<file path="config.mk">
export PLATFORM = sky130hd
export DESIGN_NAME = subset_coord_stream
export DESIGN_NICKNAME = d
export VERILOG_FILES = /design/src/rtl/subset_coord_stream.sv
export SDC_FILE = /design/constraint.sdc
export NUM_CORES = 2
export LEC_CHECK = 0
export ABC_CLOCK_PERIOD_IN_PS = 19200
export CAP_MARGIN = 20
export CORE_UTILIZATION = 25
export DETAILED_ROUTE_END_ITERATION = 12
export PLACE_DENSITY = 0.5
export SLEW_MARGIN = 10
export SYNTH_ARGS = -nofsm -noshare
export SYNTH_HDL_FRONTEND = slang
export SYNTH_SLANG_ARGS = --single-unit
</file>
<file path="constraint.sdc">
create_clock -name clock -period 19.2 [get_ports clock]
set_clock_uncertainty 0.1 [all_clocks]
set_input_delay 2.88 -clock clock [delete_from_list [all_inputs] [get_ports clock]]
set_output_delay 2.88 -clock clock [all_outputs]
set_load 0.005 [all_outputs]
</file>
<file path="src/rtl/subset_coord_stream.sv">
// subset_coord_stream: walks an N x N pixel subset around a centre point in
// row-major order. Each beat carries float32 x/y, the linear pixel address and
// an in-image flag over a valid/ready handshake.
module subset_coord_stream #(
    parameter int COORD_W    = 16,
    parameter int MAX_SUBSET = 31,
    parameter int ADDR_W     = 32
) (
    input  logic               clock,
    input  logic               reset,
    input  logic               param_ready,
    input  logic [COORD_W-1:0] subset_centerpoint_x,
    input  logic [COORD_W-1:0] subset_centerpoint_y,
    input  logic [COORD_W-1:0] subset_size,
    input  logic [COORD_W-1:0] image_width,
    input  logic [COORD_W-1:0] image_height,
    input  logic               coord_ready,
    output logic               coord_valid,
    output logic [31:0]        coord_x,
    output logic [31:0]        coord_y,
    output logic [ADDR_W-1:0]  pixel_addr,
    output logic               in_bounds,
    output logic               coord_last,
    output logic               sub_done,
    output logic               param_error
);

    // Beat coordinates get one extra bit beyond the corner width so that
    // centre + half cannot wrap at the top of the input range.
    localparam int VW = COORD_W + 2;
    localparam int PW = 2 * VW;

    typedef enum logic [1:0] {
        S_IDLE  = 2'd0,
        S_CHECK = 2'd1,
        S_GEN   = 2'd2,
        S_DONE  = 2'd3
    } state_t;

    state_t                     r_state;
    state_t                     w_next;
    logic [COORD_W-1:0]         r_cx, r_cy, r_n, r_w, r_h;
    logic signed [COORD_W:0]    r_x0, r_y0;
    logic [COORD_W-1:0]         r_col, r_row;
    logic                       r_issued_all;
    logic                       r_valid, r_last, r_in, r_done, r_err;
    logic [31:0]                r_fx, r_fy;
    logic [ADDR_W-1:0]          r_addr;

    logic [COORD_W-1:0]         w_half, w_n_m1;
    logic                       w_bad;
    logic signed [VW-1:0]       w_x, w_y;
    logic                       w_in;
    logic [PW-1:0]              w_prod;
    logic                       w_is_last;
    logic                       w_load;
    logic                       w_accept_last;

    // Exact integer-to-float32: sign-magnitude, leading-one position gives the
    // exponent, bits below the leading one are left-aligned into the mantissa.
    function automatic logic [31:0] int_to_f32(input logic signed [VW-1:0] v);
        logic [VW-1:0] mag;
        logic [63:0]   aligned;
        int            msb;
        mag = v[VW-1] ? $unsigned(-v) : $unsigned(v);
        msb = 0;
        for (int i = 0; i < VW; i++) begin
            if (mag[i]) begin
                msb = i;
            end else begin
                msb = msb;
            end
        end
        aligned = 64'(mag) << (63 - msb);
        if (mag == {VW{1'b0}}) begin
            return 32'h0000_0000;
        end else begin
            return {v[VW-1], 8'(127 + msb), aligned[62:40]};
        end
    endfunction

    assign w_n_m1 = r_n - COORD_W'(1);
    assign w_half = w_n_m1 >> 1;
    assign w_bad  = (r_n[0] == 1'b0) || (r_n > COORD_W'(MAX_SUBSET));

    assign w_x = $signed({r_x0[COORD_W], r_x0}) + $signed({2'b00, r_col});
    assign w_y = $signed({r_y0[COORD_W], r_y0}) + $signed({2'b00, r_row});
    assign w_in = !w_x[VW-1] && !w_y[VW-1] &&
                  (w_x < $signed({2'b00, r_w})) && (w_y < $signed({2'b00, r_h}));
    assign w_prod = PW'($unsigned(w_y)) * PW'(r_w) + PW'($unsigned(w_x));
    assign w_is_last = (r_col == w_n_m1) && (r_row == w_n_m1);

    // A new beat enters the output register when it is empty or being drained.
    assign w_load = (r_state == S_GEN) && !r_issued_all && (!r_valid || coord_ready);
    assign w_accept_last = r_valid && coord_ready && r_last;

    // State register.
    always_ff @(posedge clock) begin
        if (reset) begin
            r_state <= S_IDLE;
        end else begin
            r_state <= w_next;
        end
    end

    // Next-state decode.
    always_comb begin
        w_next = r_state;
        case (r_state)
            S_IDLE: begin
                if (param_ready) w_next = S_CHECK;
                else             w_next = S_IDLE;
            end
            S_CHECK: begin
                if (w_bad) w_next = S_DONE;
                else       w_next = S_GEN;
            end
            S_GEN: begin
                if (w_accept_last) w_next = S_DONE;
                else               w_next = S_GEN;
            end
            S_DONE: begin
                if (!param_ready) w_next = S_IDLE;
                else              w_next = S_DONE;
            end
            default: w_next = S_IDLE;
        endcase
    end

    // Parameter latch, subset walk counters and registered beat outputs.
    always_ff @(posedge clock) begin
        if (reset) begin
            r_cx         <= {COORD_W{1'b0}};
            r_cy         <= {COORD_W{1'b0}};
            r_n          <= {COORD_W{1'b0}};
            r_w          <= {COORD_W{1'b0}};
            r_h          <= {COORD_W{1'b0}};
            r_x0         <= {(COORD_W+1){1'b0}};
            r_y0         <= {(COORD_W+1){1'b0}};
            r_col        <= {COORD_W{1'b0}};
            r_row        <= {COORD_W{1'b0}};
            r_issued_all <= 1'b0;
            r_valid      <= 1'b0;
            r_last       <= 1'b0;
            r_in         <= 1'b0;
            r_done       <= 1'b0;
            r_err        <= 1'b0;
            r_fx         <= 32'h0000_0000;
            r_fy         <= 32'h0000_0000;
            r_addr       <= {ADDR_W{1'b0}};
        end else begin
            case (r_state)
                S_IDLE: begin
                    if (param_ready) begin
                        r_cx <= subset_centerpoint_x;
                        r_cy <= subset_centerpoint_y;
                        r_n  <= subset_size;
                        r_w  <= image_width;
                        r_h  <= image_height;
                    end
                end
                S_CHECK: begin
                    if (w_bad) begin
                        r_err  <= 1'b1;
                        r_done <= 1'b1;
                    end else begin
                        r_x0         <= $signed({1'b0, r_cx}) - $signed({1'b0, w_half});
                        r_y0         <= $signed({1'b0, r_cy}) - $signed({1'b0, w_half});
                        r_col        <= {COORD_W{1'b0}};
                        r_row        <= {COORD_W{1'b0}};
                        r_issued_all <= 1'b0;
                    end
                end
                S_GEN: begin
                    if (w_load) begin
                        r_valid <= 1'b1;
                        r_fx    <= int_to_f32(w_x);
                        r_fy    <= int_to_f32(w_y);
                        r_in    <= w_in;
                        r_addr  <= w_in ? ADDR_W'(w_prod) : {ADDR_W{1'b0}};
                        r_last  <= w_is_last;
                        if (w_is_last) begin
                            r_issued_all <= 1'b1;
                        end else if (r_col == w_n_m1) begin
                            r_col <= {COORD_W{1'b0}};
                            r_row <= r_row + COORD_W'(1);
                        end else begin
                            r_col <= r_col + COORD_W'(1);
                        end
                    end else if (w_accept_last) begin
                        r_valid <= 1'b0;
                        r_done  <= 1'b1;
                    end
                end
                S_DONE: begin
                    if (!param_ready) begin
                        r_done <= 1'b0;
                        r_err  <= 1'b0;
                    end
                end
                default: begin
                    r_valid <= 1'b0;
                end
            endcase
        end
    end

    assign coord_valid = r_valid;
    assign coord_x     = r_fx;
    assign coord_y     = r_fy;
    assign pixel_addr  = r_addr;
    assign in_bounds   = r_in;
    assign coord_last  = r_last;
    assign sub_done    = r_done;
    assign param_error = r_err;

endmodule

</file>
## Word level (Yosys, flattened, before mapping)

Index checks and enable logic that the tools add are counted.

- Bits in registers: 250
- Bits of input ports: 84
- Logic and storage cells: 156

- Bitwise operators: 2
- Multipliers: 1
- $add $sub $neg: 14
- Eq/ne operators: 14
- Shift-type cells: 2
- Magnitude comparators: 3
- Reductions and logical operators: 30
- Multiplexer cells: 71

Operators with widths:

| cell | number |
|---|---|
| $mux 32 | 41 |
| $shl 18x32->63 | 2 |
| $mux 16 | 7 |
| $pmux 16 s2 | 2 |
| $sub 7x32->32 const A | 2 |
| $add 17x17->18 | 2 |
| $logic_not 18->1 | 2 |
| $lt 18x17->1 | 2 |
| $mux 18 | 2 |
| $neg 18->18 | 2 |
| $sub 16x15->17 | 2 |
| $add 16x1->16 const B | 2 |
| $add 32x18->32 | 1 |
| $eq 16x16->1 | 2 |
| $mul 18x16->32 | 1 |
| $add 8x8->8 const A | 2 |
| $gt 16x5->1 const B | 1 |
| $ne 2x2->1 const B | 8 |
| $sub 16x1->16 const B | 1 |
| $mux 1 | 14 |
| $reduce_and 5->1 | 2 |
| $logic_and 1x1->1 | 8 |
| $pmux 2 s4 | 1 |
| $reduce_and 2->1 | 4 |
| other kinds (14) | 24 |

## Longest topological paths before layout

- Depth after elaboration: 26
- Gate-level depth with buffers: 35
- Depth with buffers taken out: 33

## Worst setup path before layout

OpenSTA, ideal clock, no wires.

- Kind: register -> register
- Start point: register r_row[0]
- End point: register r_addr[30] (netlist: pixel_addr[30])
- Cell stages (with the launch flop): 35
- Arrival time: 8.057 ns
- Data required time: 18.977 ns
- Setup time: 0.123 ns
- Path buffers: 2
- Setup slack: 10.921 ns
- Cell sequence: dfxtp_1 ha_1 inv_1 fa_1 nor2b_1 o221a_2 o31ai_1 and2_1 buf_2 buf_1 nand2_1 fa_1 inv_1 fa_1 inv_1 fa_1 inv_1 fa_1 fa_1 inv_1 fa_1 inv_1 ha_1 inv_1 o21ai_0 a21o_1 a2111oi_0 o211ai_1 a21oi_1 o21bai_1 a21oi_1 o21ai_0 a211oi_1 xor2_1 o21ai_0

- Cells in the longest elaborated chain, start to end: 6
- Elaborated cells between the ends (all ways): 9

Ends and longest elaborated chain:

| what | RTL line | text |
|---|---|---|
| from (decl) | 44 | `logic [COORD_W-1:0] r_col, r_row;` |
| from (signal assigned) | 141 | `r_row <= {COORD_W{1'b0}};` |
| from (signal assigned) | 170 | `r_row <= {COORD_W{1'b0}};` |
| from (signal assigned) | 186 | `r_row <= r_row + COORD_W'(1);` |
| $add 17x17->18 (*) | 87 | `assign w_y = $signed({r_y0[COORD_W], r_y0}) + $signed({2'b00, r_row});` |
| parallel branches: the longest is 4 deep, another holds $mul 18x16->32 | -- |  |
| $mux 32 (*) | 180 | `r_addr <= w_in ? ADDR_W'(w_prod) : {ADDR_W{1'b0}};` |
| to (signal assigned) | 150 | `r_addr <= {ADDR_W{1'b0}};` |
| to (signal assigned) | 180 |  |
| to (decl) | 48 | `logic [ADDR_W-1:0] r_addr;` |

Every way passes the cells marked *.
A chain may end at the register's enable or synchronous reset.

## Worst setup path in the final report

- Start point: register r_row[2]
- End point: register r_addr[30] (netlist: pixel_addr[30])

Same word-level chain as after synthesis.

==> flow_summary.yaml <==
timing:
  max_freq_mhz: 107
  rsz0062_at_grt: "no"
  final.setup.tns_ps: 0
  max_slew.worst_pin.slew_ps: 1140
  slew_headroom_pct: 23.6
  hold_violations: 0
  hold_slack_ps: 344
  setup_violations: 0
  min_period_over_period_pct: 48.8
  fin_crit_ps: 9380
  slew_violations: 0
critical_path:
  cp_slowest_stage_delay_ps: 820
  reg2reg_slack_ps: 9820
  crit_slowest_cell: "o31ai_1"
  r2r-end: "pixel_addr[30]"
  worst_ep_arrival_time_ps: 9730
  cp-endpoint: "pixel_addr[30]"
  cp-end-kind: "flop"
  cp_num_cells: 31
  cp_max_fo: 18
  crit_required_ps: 19560
  reg2reg_depth: 31
  r2r-start: "r_row[2]"
  start_kind: "flop"
  setup.worst_path.start: "r_row[2]"
  crit_family: "adder cells"
  crit_type: "flop to flop"
  cp.buffers_inverters: 7
cells_and_area:
  postLayoutCellArea_sq_um: 30600
  utilization_pct: 29.6
  syn_to_final_growth_pct: 17.2
  n_antenna_cell: 0
  nets: 3906
  drive_above_1_share_pct: 5.29
  seqCellArea_sq_um: 5000
  fillers: 11200
  multi_input_area_sq_um: 19100
clocking:
  clock_sinks: 250
  htreeDepth: 2
  tritoncts: "built"
  path_clk_slew_ps: 60
  clock_latency_ps: 580
  cts-root-buf: "clkbuf_16"
  cts_setup_buffers: 0
  hold_buffers: 0
  cts_resized: 0
  numCtsBuffers: 34
  cts_buffer_depth: 3
route:
  via_per_inst: 4.88
  drc: 0
  wl_microns: 90600
  first_pass_iters: 6
  drt-wirelength-per-cell_microns: 18.9
  final_antenna_net_count: 0
  vias: 23300
  drtIter0Drc: 1550
pwr:
  peakVddDrop_uv: 50.3
  finalPower_mw: 1.64
  power.leakage_nw: 13.2
  pwr_density_cell_nw_per_um2: 53.5
synth:
  synth_warnings: 0
  syn_avg_cell_area_sq_um: 7.98
  yosysUniqueCellTypes: 90
  syn-instance-count: 3274
  yosysSeqAreaShare_pct: 19.1
  synth-main-ff-cell: "dfxtp_1"
  synth-edff-count: 0
  synth_nets: 3797
  ys_ff_latch: 250
  async_flop_share_pct: 0
  synth_area_sq_um: 26100
outcome:
  status: "complete, no violations"
placement:
  port_buffers: 184
  dp_hpwl_microns: 71100
  gp_congestion: 0.925
  dpl-instance-area_sq_um: 29500
grt:
  antenna_found_initial: 0
  grt_pass1_vias: 22900
  grt_max_degree: 82
  gr-total-overflow: 0
  grt_pass1_wl_microns: 140000
  grt_usage_pct: 16.9
hold_path:
  hold_start: "coord_y[26]"
  min_path_type: "flop to flop"
floorplan:
  num_rows: 118
  die-area_sq_um: 106000
  start_util_pct: 25.2
  dieHeight_microns: 325
  die_w_microns: 325
  core_area_sq_um: 104000
  ios: 185
flow_run:
  drv_cap: 0
-- cell usage after synthesis (all sizes together) (60+ instances only) --
cell	count	share of area [%]
nor2	242	3.5
nor3	94	1.9
fa	243	19
a21oi	230	4.4
ha	196	9.4
nand2	467	6.7
and2	67	1.6
inv	391	5.6
dfxtp	250	19
o21ai	122	2.3
nand3	60	1.2
clkbuf	141	2.0
xnor2	118	4.0
-- placed cells by master (no fill, tap or decap), types with 67 or more instances in the layout --
cell type | netlist | final
a21oi_1 | 229 | 228
and2_1 | 67 | 67
clkdlybuf4s50_1 | 0 | 183
dfxtp_1 | 250 | 250
fa_1 | 243 | 243
ha_1 | 196 | 196
inv_1 | 381 | 381
nand2_1 | 467 | 466
nor2_1 | 241 | 240
nor3_1 | 91 | 89
o21ai_0 | 109 | 108
xnor2_1 | 117 | 116
-- cell type report --
cell class / count / area share [%]
clock inverter: 15 / 0.604
clock buffer: 40 / 2.99
timing repair buffer: 237 / 7.31
tap: 1380 / 5.64
inverter: 395 / 4.84
multi-input combinational: 2465 / 62.3
sequential: 250 / 16.3
-- cell families (layout without fill, tap and decap cells) --
family,after synthesis,count (layout),synth area share (%)
fa+ha+maj,439,439,28.0
compound gates,684,684,17.1
xor+xnor,177,177,5.99
simple gates,1106,1106,19.3
mux,59,59,2.34
flops,250,250,19.1
buf+inv,559,687,8.13
-- registers in the layout (all words and copies together), names as in the netlist --
| register | cells |
|---|---|
| coord_x | 32 |
| coord_y | 32 |
| pixel_addr | 32 |
| r_x0 | 17 |
| r_y0 | 17 |
| r_col | 16 |
| r_cx | 16 |
| r_cy | 16 |
| r_h | 16 |
| r_n | 16 |
| r_row | 16 |
| r_w | 16 |
| r_state | 2 |
| coord_last | 1 |
| coord_valid | 1 |
| in_bounds | 1 |
| param_error | 1 |
| r_issued_all | 1 |
| sub_done | 1 |
-- per-stage QoR --
stage	cells	worst slack, ps
2_1_floorplan	3274	10920
3_5_place_dp	4726	9810
3_3_place_gp	4726	10020
6_report	4782	9820
5_1_grt	4782	9130
4_1_cts	4781	9820
-- metal layers --
layer | wire (microns) | up-vias | track usage (%) | share of wire (%)
met1 | 43000 | 11300 | 24.1 | 47
met2 | 40600 | 691 | 26.9 | 45
met3 | 5020 | 99 | 2.00 | 5.5
met4 | 1950 | 0 | 4.22 | 2.2
li1 | - | 11200 | - | -
met5 | 0 | - | 0 | 0
-- report_power, final --
part           switching [mW]  internal, mW  leakage (nW)
Combinational           0.274         0.160          10.7
Clock                   0.265         0.382         0.539
Sequential             0.0207         0.538          2.03
Total                   0.560          1.08          13.2
-- worst reg2reg max path, delay by kind of cell, from the launching register on --
| family | cells | cell delay [ps] |
|---|---|---|
| AND/OR/NAND/NOR | 3 | 540 |
| XOR/XNOR | 1 | 160 |
| buffers and inverters | 7 | 590 |
| adder cells (fa/ha/maj) | 8 | 3720 |
| flip-flops | 1 | 470 |
| AO/OA/AOI/OAI | 12 | 3690 |
-- how the worst min path moves through the flow --
| stage | to | depth (start not counted) |
|---|---|---|
| 3_3_place_gp | coord_y[26] | 2 |
| 2_1_floorplan | coord_y[26] | 2 |
| 6_report | coord_y[26] | 2 |
| 4_1_cts | coord_y[26] | 2 |
| 5_1_grt | coord_y[26] | 2 |
| 3_5_place_dp | coord_y[26] | 2 |
Note: power is estimated with default switching activity, not from simulation.
